<file path="config.mk">
export PLATFORM = sky130hd
export DESIGN_NAME = ivl_uvm_bus_responder
export DESIGN_NICKNAME = d
export VERILOG_FILES = /design/src/rtl/ivl_uvm_bus_responder.sv
export SDC_FILE = /design/constraint.sdc
export NUM_CORES = 1
export LEC_CHECK = 0
export CORE_UTILIZATION = 50
export DETAILED_ROUTE_END_ITERATION = 7
export PLACE_DENSITY = 0.67
export RECOVER_POWER = 100
export REMOVE_ABC_BUFFERS = 1
export SLEW_MARGIN = 5
export SYNTH_ARGS = -nofsm -noshare
export SYNTH_HDL_FRONTEND = slang
export SYNTH_SLANG_ARGS = --single-unit
</file>
<file path="constraint.sdc">
create_clock -name clk -period 8.8 [get_ports clk]
set_input_delay 2.2 -clock clk [delete_from_list [all_inputs] [get_ports clk]]
set_output_delay 2.2 -clock clk [all_outputs]
set_load 0.01 [all_outputs]
</file>
<file path="src/rtl/ivl_uvm_bus_responder.sv">
// Responder end of the ivl_uvm request/response bus: small word memory, programmable wait states.
// Optional macro IVL_UVM_RSP_ADDR_CHK_EN flags out-of-range addresses instead of wrapping them.
module ivl_uvm_bus_responder #(
  parameter int ADDR_W = 8,
  parameter int DATA_W = 32,
  parameter int DEPTH  = 16,
  parameter int WAIT_W = 4
) (
  input  logic              clk,
  input  logic              rst,
  input  logic              req_valid,
  output logic              req_ready,
  input  logic              req_wr,
  input  logic [ADDR_W-1:0] req_addr,
  input  logic [DATA_W-1:0] req_wdata,
  input  logic [WAIT_W-1:0] wait_cfg,
  output logic              rsp_valid,
  input  logic              rsp_ready,
  output logic [DATA_W-1:0] rsp_rdata,
  output logic              rsp_err,
  output logic              busy,
  output logic [15:0]       txn_count
);

  localparam int IDX_W = (DEPTH > 1) ? $clog2(DEPTH) : 1;

  typedef enum logic [1:0] {
    S_IDLE = 2'd0,
    S_WAIT = 2'd1,
    S_RESP = 2'd2
  } state_t;

  state_t              state_q, state_d;
  logic [WAIT_W-1:0]   cnt_q, cnt_d;
  logic                wr_q;
  logic [ADDR_W-1:0]   addr_q;
  logic [DATA_W-1:0]   wdata_q;
  logic [DATA_W-1:0]   rdata_q;
  logic                err_q;
  logic [15:0]         txn_q;
  logic [DATA_W-1:0]   mem_q [DEPTH];

  logic                cap_s;
  logic                commit_s;
  logic                txn_inc_s;
  logic                c_wr_s;
  logic [ADDR_W-1:0]   c_addr_s;
  logic [DATA_W-1:0]   c_wdata_s;
  logic [IDX_W-1:0]    idx_s;
  logic                in_range_s;

  // Next state; c_* select the access committed on the edge entering RESP.
  always_comb begin
    state_d   = state_q;
    cnt_d     = cnt_q;
    cap_s     = 1'b0;
    commit_s  = 1'b0;
    txn_inc_s = 1'b0;
    c_wr_s    = wr_q;
    c_addr_s  = addr_q;
    c_wdata_s = wdata_q;
    case (state_q)
      S_IDLE: begin
        if (req_valid) begin
          cap_s     = 1'b1;
          c_wr_s    = req_wr;
          c_addr_s  = req_addr;
          c_wdata_s = req_wdata;
          if (wait_cfg == {WAIT_W{1'b0}}) begin
            state_d  = S_RESP;
            commit_s = 1'b1;
          end else begin
            state_d = S_WAIT;
            cnt_d   = wait_cfg;
          end
        end else begin
          state_d = S_IDLE;
        end
      end
      S_WAIT: begin
        if (cnt_q == WAIT_W'(1)) begin
          state_d  = S_RESP;
          commit_s = 1'b1;
          cnt_d    = {WAIT_W{1'b0}};
        end else begin
          cnt_d = cnt_q - WAIT_W'(1);
        end
      end
      S_RESP: begin
        if (rsp_ready) begin
          state_d   = S_IDLE;
          txn_inc_s = 1'b1;
        end else begin
          state_d = S_RESP;
        end
      end
      default: begin
        state_d = S_IDLE;
      end
    endcase
  end

  assign idx_s = c_addr_s[IDX_W-1:0];

`ifdef IVL_UVM_RSP_ADDR_CHK_EN
  localparam logic [ADDR_W:0] DEPTH_L = (ADDR_W + 1)'(DEPTH);
  assign in_range_s = ({1'b0, c_addr_s} < DEPTH_L);
`else
  // Upper address bits are deliberately ignored: the index wraps modulo DEPTH.
  logic unused_addr_s;
  assign unused_addr_s = ^c_addr_s;
  assign in_range_s    = 1'b1;
`endif

  // State, captured request, memory and response registers.
  always_ff @(posedge clk) begin
    if (rst) begin
      state_q <= S_IDLE;
      cnt_q   <= {WAIT_W{1'b0}};
      wr_q    <= 1'b0;
      addr_q  <= {ADDR_W{1'b0}};
      wdata_q <= {DATA_W{1'b0}};
      rdata_q <= {DATA_W{1'b0}};
      err_q   <= 1'b0;
      txn_q   <= 16'd0;
      for (int i = 0; i < DEPTH; i++) begin
        mem_q[i] <= {DATA_W{1'b0}};
      end
    end else begin
      state_q <= state_d;
      cnt_q   <= cnt_d;
      if (cap_s) begin
        wr_q    <= req_wr;
        addr_q  <= req_addr;
        wdata_q <= req_wdata;
      end
      if (commit_s) begin
        err_q <= ~in_range_s;
        if (c_wr_s) begin
          rdata_q <= {DATA_W{1'b0}};
          if (in_range_s) begin
            mem_q[idx_s] <= c_wdata_s;
          end
        end else begin
          rdata_q <= in_range_s ? mem_q[idx_s] : {DATA_W{1'b0}};
        end
      end
      if (txn_inc_s) begin
        txn_q <= txn_q + 16'd1;
      end
    end
  end

  assign req_ready = (state_q == S_IDLE);
  assign rsp_valid = (state_q == S_RESP);
  assign busy      = (state_q != S_IDLE);
  assign rsp_rdata = rdata_q;
  assign rsp_err   = err_q;
  assign txn_count = txn_q;

endmodule

</file>
==> results.sh, run 1 <==
export IMPL_status="complete, but fails checks"
export IMPL_violations="max-capacitance violations, max-slew violations"
export IMPL_vias=18700
export IMPL_antenna_found_initial=1
export IMPL_hpwlAfterDp_um=37900
export IMPL_area_growth_syn_to_layout_pct=13.1
export IMPL_rsz0062_at_grt="no"
export IMPL_wl_met2_um=34800
export IMPL_hp_start="rsp_rdata[25]$_SDFFE_PP0P_"
export IMPL_io_buffers=95
export IMPL_yosysWarnings=0
export IMPL_fmax_mhz=137
export IMPL_core_region_area_mm2=0.0514
export IMPL_arrival_ns=7.82
export IMPL_period_share_pct=83.1
export IMPL_grt_usage_pct=27.5
export IMPL_layout_commonest_cell="nor2_1"
export IMPL_root_buffer="clkbuf_16"
export IMPL_most_common_layout_cells="nor2_1 (578), edfxtp_1 (512), nand2_1 (460)"
export IMPL_final_area_mm2=0.0294
export IMPL_cts_buffer_depth=3
export IMPL_skew_ns=0.0284
export IMPL_leakagePower_uw=0.0105
export IMPL_avgRoutedWirePerCell_um=22.8
export IMPL_ir_drop_v=0.000137
export IMPL_final_nets=2510
export IMPL_wl_met1_um=28600
export IMPL_start_util_pct=50.6
export IMPL_clkLatencyLatePin_ns=0.63
export IMPL_max_cap_viol_count=6
export IMPL_hp_class="register to register"
export IMPL_power_uw=6620
export IMPL_synth_seq_area_share_pct=66.1
export IMPL_finalHoldViolCount=0
export IMPL_clk_pin_slew_ns=0.06
export IMPL_netlist_cell_type_count=55
export IMPL_crit_required_ns=9.30
export IMPL_fill_cells=4283
export IMPL_viasPerCell=5.87
export IMPL_drt_wl_total_um=72800
export IMPL_grt_overflow_total=0
export IMPL_grt_pass1_wl_um=109000
export IMPL_die_area_mm2=0.0529
export IMPL_hold_path_depth=2
export IMPL_syn_inst=2419
export IMPL_grt_max_degree=131
export IMPL_numCtsBuffers=61
export IMPL_post_cts_buffers=0
export IMPL_pin_count=101
export IMPL_worstSetupEndpointType="register"
export IMPL_async_flop_share_pct=0
export IMPL_crit_chain="dlygate4sd3_1 -> and4bb_1 -> a21o_2 -> clkbuf_2 -> mux2i_1 -> a21oi_1 -> a32o_1 -> a32o_1"
export IMPL_synth_main_ff_cell="edfxtp_1"
export IMPL_synth_top_area_share_pct=59.1
export IMPL_cts_tree="done"
export IMPL_critPathMaxStageDelay_ns=1.62
export IMPL_slew_headroom_pct=-76.7
export IMPL_r2r_cells=8
export IMPL_drive_above_1_share_pct=6.29
export IMPL_cts_max_level=2
export IMPL_post_place_ws_ns=2.08
export IMPL_postCtsHoldBufs=0
export IMPL_antenna_left=0
export IMPL_drt_pre_antenna_iters=8
export IMPL_period_minus_slack_ns=7.32
export IMPL_syn_area_mm2=0.0260
export IMPL_synth_edf_count=512
export IMPL_syn_area_per_cell_um2=10.8
export IMPL_row_count=83
export IMPL_cts_sinks=603
export IMPL_route_top_layer_used="met4"
export IMPL_gp_congestion=0.775
export IMPL_power_density_mw_per_mm2=225
export IMPL_r2r_end="mem_q[8][5]$_SDFFCE_PN0P_"
export IMPL_holdPathEnd="rsp_rdata[25]$_SDFFE_PP0P_"
export IMPL_cpMostUsedCell="a32o_1"
export IMPL_crit_type="input pin to register"
export IMPL_rrSetupSlack_ns=3.39
export IMPL_ys_ff_latch=603
export IMPL_final_setup_viol_count=0
export IMPL_first_global_vias=18400
export IMPL_dieHeight_um=230
export IMPL_remaining_drc_errors=0
export IMPL_tns_ns=0
export IMPL_post_cts_resized=0
export IMPL_synth_top_cell_by_area="edfxtp_1"
export IMPL_fp_dieW_um=230
export IMPL_cp_start_kind="input pin"
export IMPL_maxSlewViolCount=270
export IMPL_routed_wl_met3_um=6500
export IMPL_dr_first_iter_drc_count=1808
export IMPL_max_slew_worst_pin_slew_ns=2.65
export IMPL_r2r_start="state_q[0]$_SDFFE_PP0P_"
export IMPL_synthTopCellsByArea="edfxtp_1 (59%), nor2_1 (8.4%), dfxtp_1 (7.0%), nand2_1 (6.6%), mux2i_1 (4.1%)"
export IMPL_detailed_place_area_mm2=0.0276
export IMPL_setup_slack_ns=1.48
export IMPL_cp_max_fo=77
export IMPL_slowest_stage="clkbuf_2"
[state kept, by name, indices dropped and copies added, names as in the netlist]
register / cells
addr_q: 4
cnt_q: 4
mem_q: 512
rsp_rdata: 32
state_q: 2
txn_count: 16
wdata_q: 32
wr_q: 1
[worst max-delay path: cells and delay by family]
kind                   cells  cell delay (ns)
AO/OA/AOI/OAI              4             1.92
buffers and inverters      2             2.88
multiplexers               1             0.33
AND/OR/NAND/NOR            1             0.44
[layer usage]
layer	track usage, %	vias up
li1	-	8452
met3	4.44	185
met2	46.4	888
met5	0	-
met1	35.2	9209
met4	11.5	0
[where the power goes]
part / total [uW] / switching (uW) / internal, uW
clock network: 2560 / 1080 / 1490
logic: 821 / 593 / 227
registers: 3240 / 39.2 / 3200
[area by class of cell]
class / instances / area [um^2] / share of cell area [%]
clock buffer: 97 / 1760 / 6.00
antenna: 2 / 5.00 / 0.0170
sequential: 603 / 17200 / 58.4
multi-input combinational: 1622 / 8030 / 27.3
timing repair buffer: 166 / 1360 / 4.63
tap: 680 / 851 / 2.89
clock inverter: 18 / 198 / 0.672
inverter: 4 / 15.0 / 0.0510
[kinds of logic (layout without fill, tap and decap cells)]
| kind of cell | after synthesis | after routing | share of synthesized area, % |
|---|---|---|---|
| multiplexers | 121 | 121 | 4.74 |
| AO/OA/AOI/OAI | 208 | 208 | 5.27 |
| flip-flops | 603 | 603 | 66.1 |
| AND/OR/NAND/NOR | 1276 | 1276 | 20.0 |
| adder cells (fa/ha/maj) | 3 | 3 | 0.144 |
| buffers and inverters | 194 | 285 | 3.28 |
| other | 1 | 3 | 0.0144 |
| XOR/XNOR | 13 | 13 | 0.438 |
[how the worst max path moves through the flow]
stage | from | to | cells after the start
finish | req_addr[0] | rsp_rdata[12]$_SDFFE_PP0P_ | 8
global route | req_valid | mem_q[6][7]$_SDFFCE_PN0P_ | 6
CTS | req_addr[0] | mem_q[3][14]$_SDFFCE_PN0P_ | 7
detailed placement | req_addr[0] | mem_q[3][6]$_SDFFCE_PN0P_ | 7
global placement | req_addr[0] | mem_q[3][17]$_SDFFCE_PN0P_ | 7
floorplan | req_valid | mem_q[15][0]$_SDFFCE_PN0P_ | 5
[Yosys cell counts, drive strengths merged (10+ instances only)]
cell type	count
mux2	14
a21oi	75
nand2b	23
a31oi	31
a211oi	11
nand4	13
xor2	10
buf	84
dfxtp	91
a32o	11
o31ai	26
nand3	161
clkbuf	106
nor2	581
o211ai	19
nor2b	11
edfxtp	512
mux2i	107
nand2	460
[per-stage QoR]
stage	std cells	util, %	hold WS (ns)
after floorplan	2229	-	0.464
final	3192	57.2	0.446
after detailed placement	3075	53.7	0.441
after global routing	3190	57.2	0.483
after CTS	3190	57.5	0.455
after global placement	3075	53.7	0.440
No activity file was read; power rests on OpenSTA's default activity.
==> run 2: changes to the inputs <==
--- a/config.mk
+++ b/config.mk
@@ -7,7 +7,7 @@
 export LEC_CHECK = 0
 export CORE_UTILIZATION = 50
 export DETAILED_ROUTE_END_ITERATION = 7
-export PLACE_DENSITY = 0.67
+export PLACE_DENSITY = 0.7
 export RECOVER_POWER = 100
 export REMOVE_ABC_BUFFERS = 1
 export SLEW_MARGIN = 5
==> constraint.sdc (replaced) <==
create_clock -name clk -period 6.2 [get_ports clk]
set_input_delay 1.55 -clock clk [delete_from_list [all_inputs] [get_ports clk]]
set_output_delay 1.55 -clock clk [all_outputs]
set_load 0.01 [all_outputs]
==> results.sh, run 2 (synthesis results as in run 1) <==
export IMPL_tns_ns=0
export IMPL_postCtsHoldBufs=0
export IMPL_core_region_area_mm2=0.0514
export IMPL_grt_overflow_total=0
export IMPL_setup_slack_ns=0.935
export IMPL_power_uw=9390
export IMPL_drt_wl_total_um=71100
export IMPL_cp_max_fo=32
export IMPL_die_area_mm2=0.0529
export IMPL_first_global_vias=18600
export IMPL_arrival_ns=5.50
export IMPL_fill_cells=4265
export IMPL_dieHeight_um=230
export IMPL_cp_start_kind="input pin"
export IMPL_antenna_found_initial=0
export IMPL_period_share_pct=84.9
export IMPL_vias=18800
export IMPL_fmax_mhz=190
export IMPL_critPathMaxStageDelay_ns=0.96
export IMPL_worstSetupEndpointType="register"
export IMPL_skew_ns=0.0155
export IMPL_rrSetupSlack_ns=2.00
export IMPL_dp_cells=3094
export IMPL_grt_usage_pct=27.0
export IMPL_cts_tree="done"
export IMPL_final_setup_viol_count=0
export IMPL_hpwlAfterDp_um=39900
export IMPL_violations="max-capacitance violations, max-slew violations"
export IMPL_viasPerCell=5.87
export IMPL_root_buffer="clkbuf_16"
export IMPL_maxSlewViolCount=23
export IMPL_drt_pre_antenna_iters=8
export IMPL_slowest_stage="a21oi_1"
export IMPL_cts_max_level=2
export IMPL_r2r_start="state_q[1]$_SDFFE_PP0P_"
export IMPL_most_common_layout_cells="nor2_1 (578), edfxtp_1 (512), nand2_1 (460)"
export IMPL_critPathTopFamily="buffers and inverters"
export IMPL_antenna_left=0
export IMPL_period_minus_slack_ns=5.26
export IMPL_clk_pin_slew_ns=0.06
export IMPL_final_nets=2528
export IMPL_post_cts_resized=0
export IMPL_status="complete, but fails checks"
export IMPL_row_count=83
export IMPL_fp_dieW_um=230
export IMPL_gp_congestion=0.793
export IMPL_ir_drop_v=0.000238
export IMPL_leakagePower_uw=0.0106
export IMPL_cts_buffer_depth=3
export IMPL_finalHoldViolCount=0
export IMPL_crit_required_ns=6.43
export IMPL_largest_reg_flops=512
export IMPL_detailed_place_area_mm2=0.0279
export IMPL_pin_count=101
export IMPL_area_growth_syn_to_layout_pct=14.1
export IMPL_dr_first_iter_drc_count=1931
export IMPL_grt_pass1_wl_um=108000
export IMPL_slew_headroom_pct=-39.1
export IMPL_regMostFlops="mem_q"
export IMPL_power_density_mw_per_mm2=316
export IMPL_layout_commonest_cell="nor2_1"
export IMPL_antennaDiodeCount=0
export IMPL_max_cap_viol_count=1
export IMPL_drive_above_1_share_pct=7.20
export IMPL_final_area_mm2=0.0297
export IMPL_start_util_pct=50.6
export IMPL_remaining_drc_errors=0
export IMPL_crit_type="input pin to register"
export IMPL_cts_sinks=603
export IMPL_hp_class="register to register"
export IMPL_crit_chain="dlygate4sd3_1 -> or3b_1 -> a21oi_1 -> and3_1 -> nand2_1 -> nand2b_2 -> clkbuf_2"
export IMPL_post_place_ws_ns=1.08
export IMPL_numCtsBuffers=60
export IMPL_multi_input_area_mm2=0.00802
export IMPL_grt_max_degree=106
export IMPL_hp_start="rsp_rdata[30]$_SDFFE_PP0P_"
export IMPL_io_buffers=95
export IMPL_rsz0062_at_grt="no"
export IMPL_path_buf_inv=2
export IMPL_clkLatencyLatePin_ns=0.62
export IMPL_fin_cells=3208
export IMPL_startpoint="req_valid"
export IMPL_area_sequential_mm2=0.0172
export IMPL_max_slew_worst_pin_slew_ns=2.09
export IMPL_avgRoutedWirePerCell_um=22.2
export IMPL_post_cts_buffers=0
run 2: worst min-delay path, delay by kind of cell (launching register included):
family	cells	cell delay [ns]
AO/OA/AOI/OAI	1	0.05
flip-flops	1	0.31
AND/OR/NAND/NOR	1	0.05
run 2: final timing paths:
check	endpoint	depth (start not counted)
min	rsp_rdata[30]$_SDFFE_PP0P_	2
max	mem_q[12][6]$_SDFFCE_PN0P_	7
max reg2reg	mem_q[7][14]$_SDFFCE_PN0P_	6
min reg2reg	rsp_rdata[30]$_SDFFE_PP0P_	2
run 2: area by class of cell:
cell class	instances	share of cell area, %
multi-input cells	1622	27.0
clock buffers	82	5.58
inverters	4	0.0506
repair buffers	185	5.50
well taps	680	2.87
clock inverters	32	1.02
flip-flops and latches	603	57.9
run 2: per-stage QoR:
step / hold slack [ns] / util, %
final: 0.454 / 57.7
after global routing: 0.483 / 57.7
after CTS: 0.456 / 58.1
after detailed placement: 0.448 / 54.3
after global placement: 0.444 / 54.3
after floorplan: 0.464 / -
run 2: power by group:
part / total (uW) / switching, uW / internal [uW]
logic: 1180 / 837 / 338
clock network: 3620 / 1540 / 2080
registers: 4600 / 61.8 / 4540
run 2: per-layer routing:
metal,GRT usage (%),wire (um),vias to the layer above
li1,-,-,8487
met1,34.9,27800,9239
met2,45.6,34300,937
met3,4.04,6270,166
met4,10.9,2750,0
met5,0,0,-
==> run 3: changes to the inputs <==
--- a/config.mk
+++ b/config.mk
@@ -7,7 +7,7 @@
 export LEC_CHECK = 0
 export CORE_UTILIZATION = 50
 export DETAILED_ROUTE_END_ITERATION = 7
-export PLACE_DENSITY = 0.7
+export PLACE_DENSITY = 0.67
 export RECOVER_POWER = 100
 export REMOVE_ABC_BUFFERS = 1
 export SLEW_MARGIN = 5
==> constraint.sdc (replaced) <==
create_clock -name clk -period 5.2 [get_ports clk]
set_input_delay 1.3 -clock clk [delete_from_list [all_inputs] [get_ports clk]]
set_output_delay 1.3 -clock clk [all_outputs]
set_load 0.01 [all_outputs]
==> results.sh, run 3 (synthesis results as in run 1) <==
export IMPL_post_cts_resized=0
export IMPL_antennaDiodeCount=0
export IMPL_finalHoldViolCount=0
export IMPL_grt_max_degree=95
export IMPL_grt_pass1_wl_um=109000
export IMPL_crit_required_ns=5.75
export IMPL_rsz0062_at_grt="no"
export IMPL_r2r_cells=7
export IMPL_first_global_vias=18300
export IMPL_holdPathEnd="rsp_rdata[9]$_SDFFE_PP0P_"
export IMPL_cp_max_fo=66
export IMPL_drt_wl_total_um=72500
export IMPL_post_cts_buffers=0
export IMPL_root_buffer="clkbuf_16"
export IMPL_most_common_layout_cells="nor2_1 (578), edfxtp_1 (512), nand2_1 (460)"
export IMPL_power_uw=11300
export IMPL_grt_overflow_total=0
export IMPL_area_sequential_mm2=0.0172
export IMPL_viasPerCell=5.83
export IMPL_ir_drop_v=0.000229
export IMPL_remaining_drc_errors=0
export IMPL_tns_ns=0
export IMPL_cts_max_level=2
export IMPL_cts_buffer_depth=3
export IMPL_slew_headroom_pct=-60.4
export IMPL_hp_class="register to register"
export IMPL_dr_first_iter_drc_count=2020
export IMPL_fill_cells=4262
export IMPL_antenna_found_initial=0
export IMPL_hold_path_depth=2
export IMPL_clkLatencyLatePin_ns=0.62
export IMPL_multi_input_area_mm2=0.00802
export IMPL_period_share_pct=84.9
export IMPL_core_region_area_mm2=0.0514
export IMPL_power_density_mw_per_mm2=377
export IMPL_row_count=83
export IMPL_hpwlAfterDp_um=41600
export IMPL_layout_commonest_cell="nor2_1"
export IMPL_worstSetupEndpointType="register"
export IMPL_crit_type="input pin to register"
export IMPL_clk_pin_slew_ns=0.06
export IMPL_r2r_start="state_q[1]$_SDFFE_PP0P_"
export IMPL_largest_reg_flops=512
export IMPL_status="complete, but fails checks"
export IMPL_holdWs_ns=0.448
export IMPL_dieHeight_um=230
export IMPL_cts_sinks=603
export IMPL_rrSetupSlack_ns=1.68
export IMPL_arrival_ns=4.96
export IMPL_die_area_mm2=0.0529
export IMPL_hp_start="rsp_rdata[9]$_SDFFE_PP0P_"
export IMPL_numCtsBuffers=60
export IMPL_final_nets=2548
export IMPL_fp_dieW_um=230
export IMPL_vias=18800
export IMPL_r2r_end="rsp_rdata[12]$_SDFFE_PP0P_"
export IMPL_skew_ns=0.0217
export IMPL_max_slew_worst_pin_slew_ns=2.41
export IMPL_grt_usage_pct=27.4
export IMPL_period_minus_slack_ns=4.41
export IMPL_max_cap_viol_count=1
export IMPL_avgRoutedWirePerCell_um=22.5
export IMPL_cts_tree="done"
export IMPL_area_growth_syn_to_layout_pct=14.9
export IMPL_cp_start_kind="input pin"
export IMPL_antenna_left=0
export IMPL_leakagePower_uw=0.0107
export IMPL_drt_pre_antenna_iters=5
export IMPL_startpoint="req_valid"
export IMPL_final_setup_viol_count=0
export IMPL_regMostFlops="mem_q"
export IMPL_maxSlewViolCount=48
export IMPL_postCtsHoldBufs=0
export IMPL_pin_count=101
export IMPL_io_buffers=95
export IMPL_gp_congestion=0.811
export IMPL_start_util_pct=50.6
export IMPL_drive_above_1_share_pct=7.70
export IMPL_fmax_mhz=227
export IMPL_violations="max-capacitance violations, max-slew violations"
run 3: where the power goes:
group / internal (uW) / switching [uW]
registers: 5410 / 71.6
clock network: 2530 / 1800
logic: 429 / 1020
total: 8370 / 2890
run 3: per-layer routing:
layer | global-route usage, % | up-vias | part of all wire [%] | routed length [um]
met2 | 46.1 | 873 | 49 | 35800
met4 | 9.81 | 0 | 3.2 | 2300
li1 | - | 8535 | - | -
met5 | 0 | - | 0 | 0
met1 | 36.1 | 9243 | 39 | 28300
met3 | 4.24 | 155 | 8.4 | 6080
run 3: how the worst max path moves through the flow:
stage                                       endpoint  slack (ns)  cells after the start
after CTS                 rsp_rdata[12]$_SDFFE_PP0P_        1.30                      8
after detailed placement  rsp_rdata[12]$_SDFFE_PP0P_        0.66                      8
after floorplan           mem_q[15][0]$_SDFFCE_PN0P_       -1.95                      5
after global placement    rsp_rdata[12]$_SDFFE_PP0P_        0.72                      8
final                     rsp_rdata[12]$_SDFFE_PP0P_        0.79                      8
after global routing      mem_q[3][31]$_SDFFCE_PN0P_        0.58                      9
run 3: cell type report:
| type | count | share of cell area [%] |
|---|---|---|
| flip-flops and latches | 603 | 57.5 |
| multi-input cells | 1622 | 26.8 |
| repair buffers | 205 | 6.14 |
| clock buffers | 79 | 5.43 |
| well taps | 680 | 2.85 |
| clock inverters | 34 | 1.13 |
| inverters | 4 | 0.0502 |
run 3: stage by stage:
stage               utilization [%]  setup WS [ns]  cells  area [um^2]
global placement               54.7          0.718   3114        28100
detailed placement             54.7          0.656   3114        28100
floorplan                         -          -1.95   2229        25200
CTS                            58.5           1.30   3227        30100
global route                   58.1          0.576   3227        29900
finish                         58.1          0.786   3227        29900
run 3: worst max-delay path, cell delays in order:
cell and delay, ns:
dlygate4sd3_1 0.64, or3b_1 0.61, a21oi_1 0.76, buf_4 0.76, o221ai_1 0.30, a21oi_1 0.20, a32o_1 0.18, a32o_1 0.17
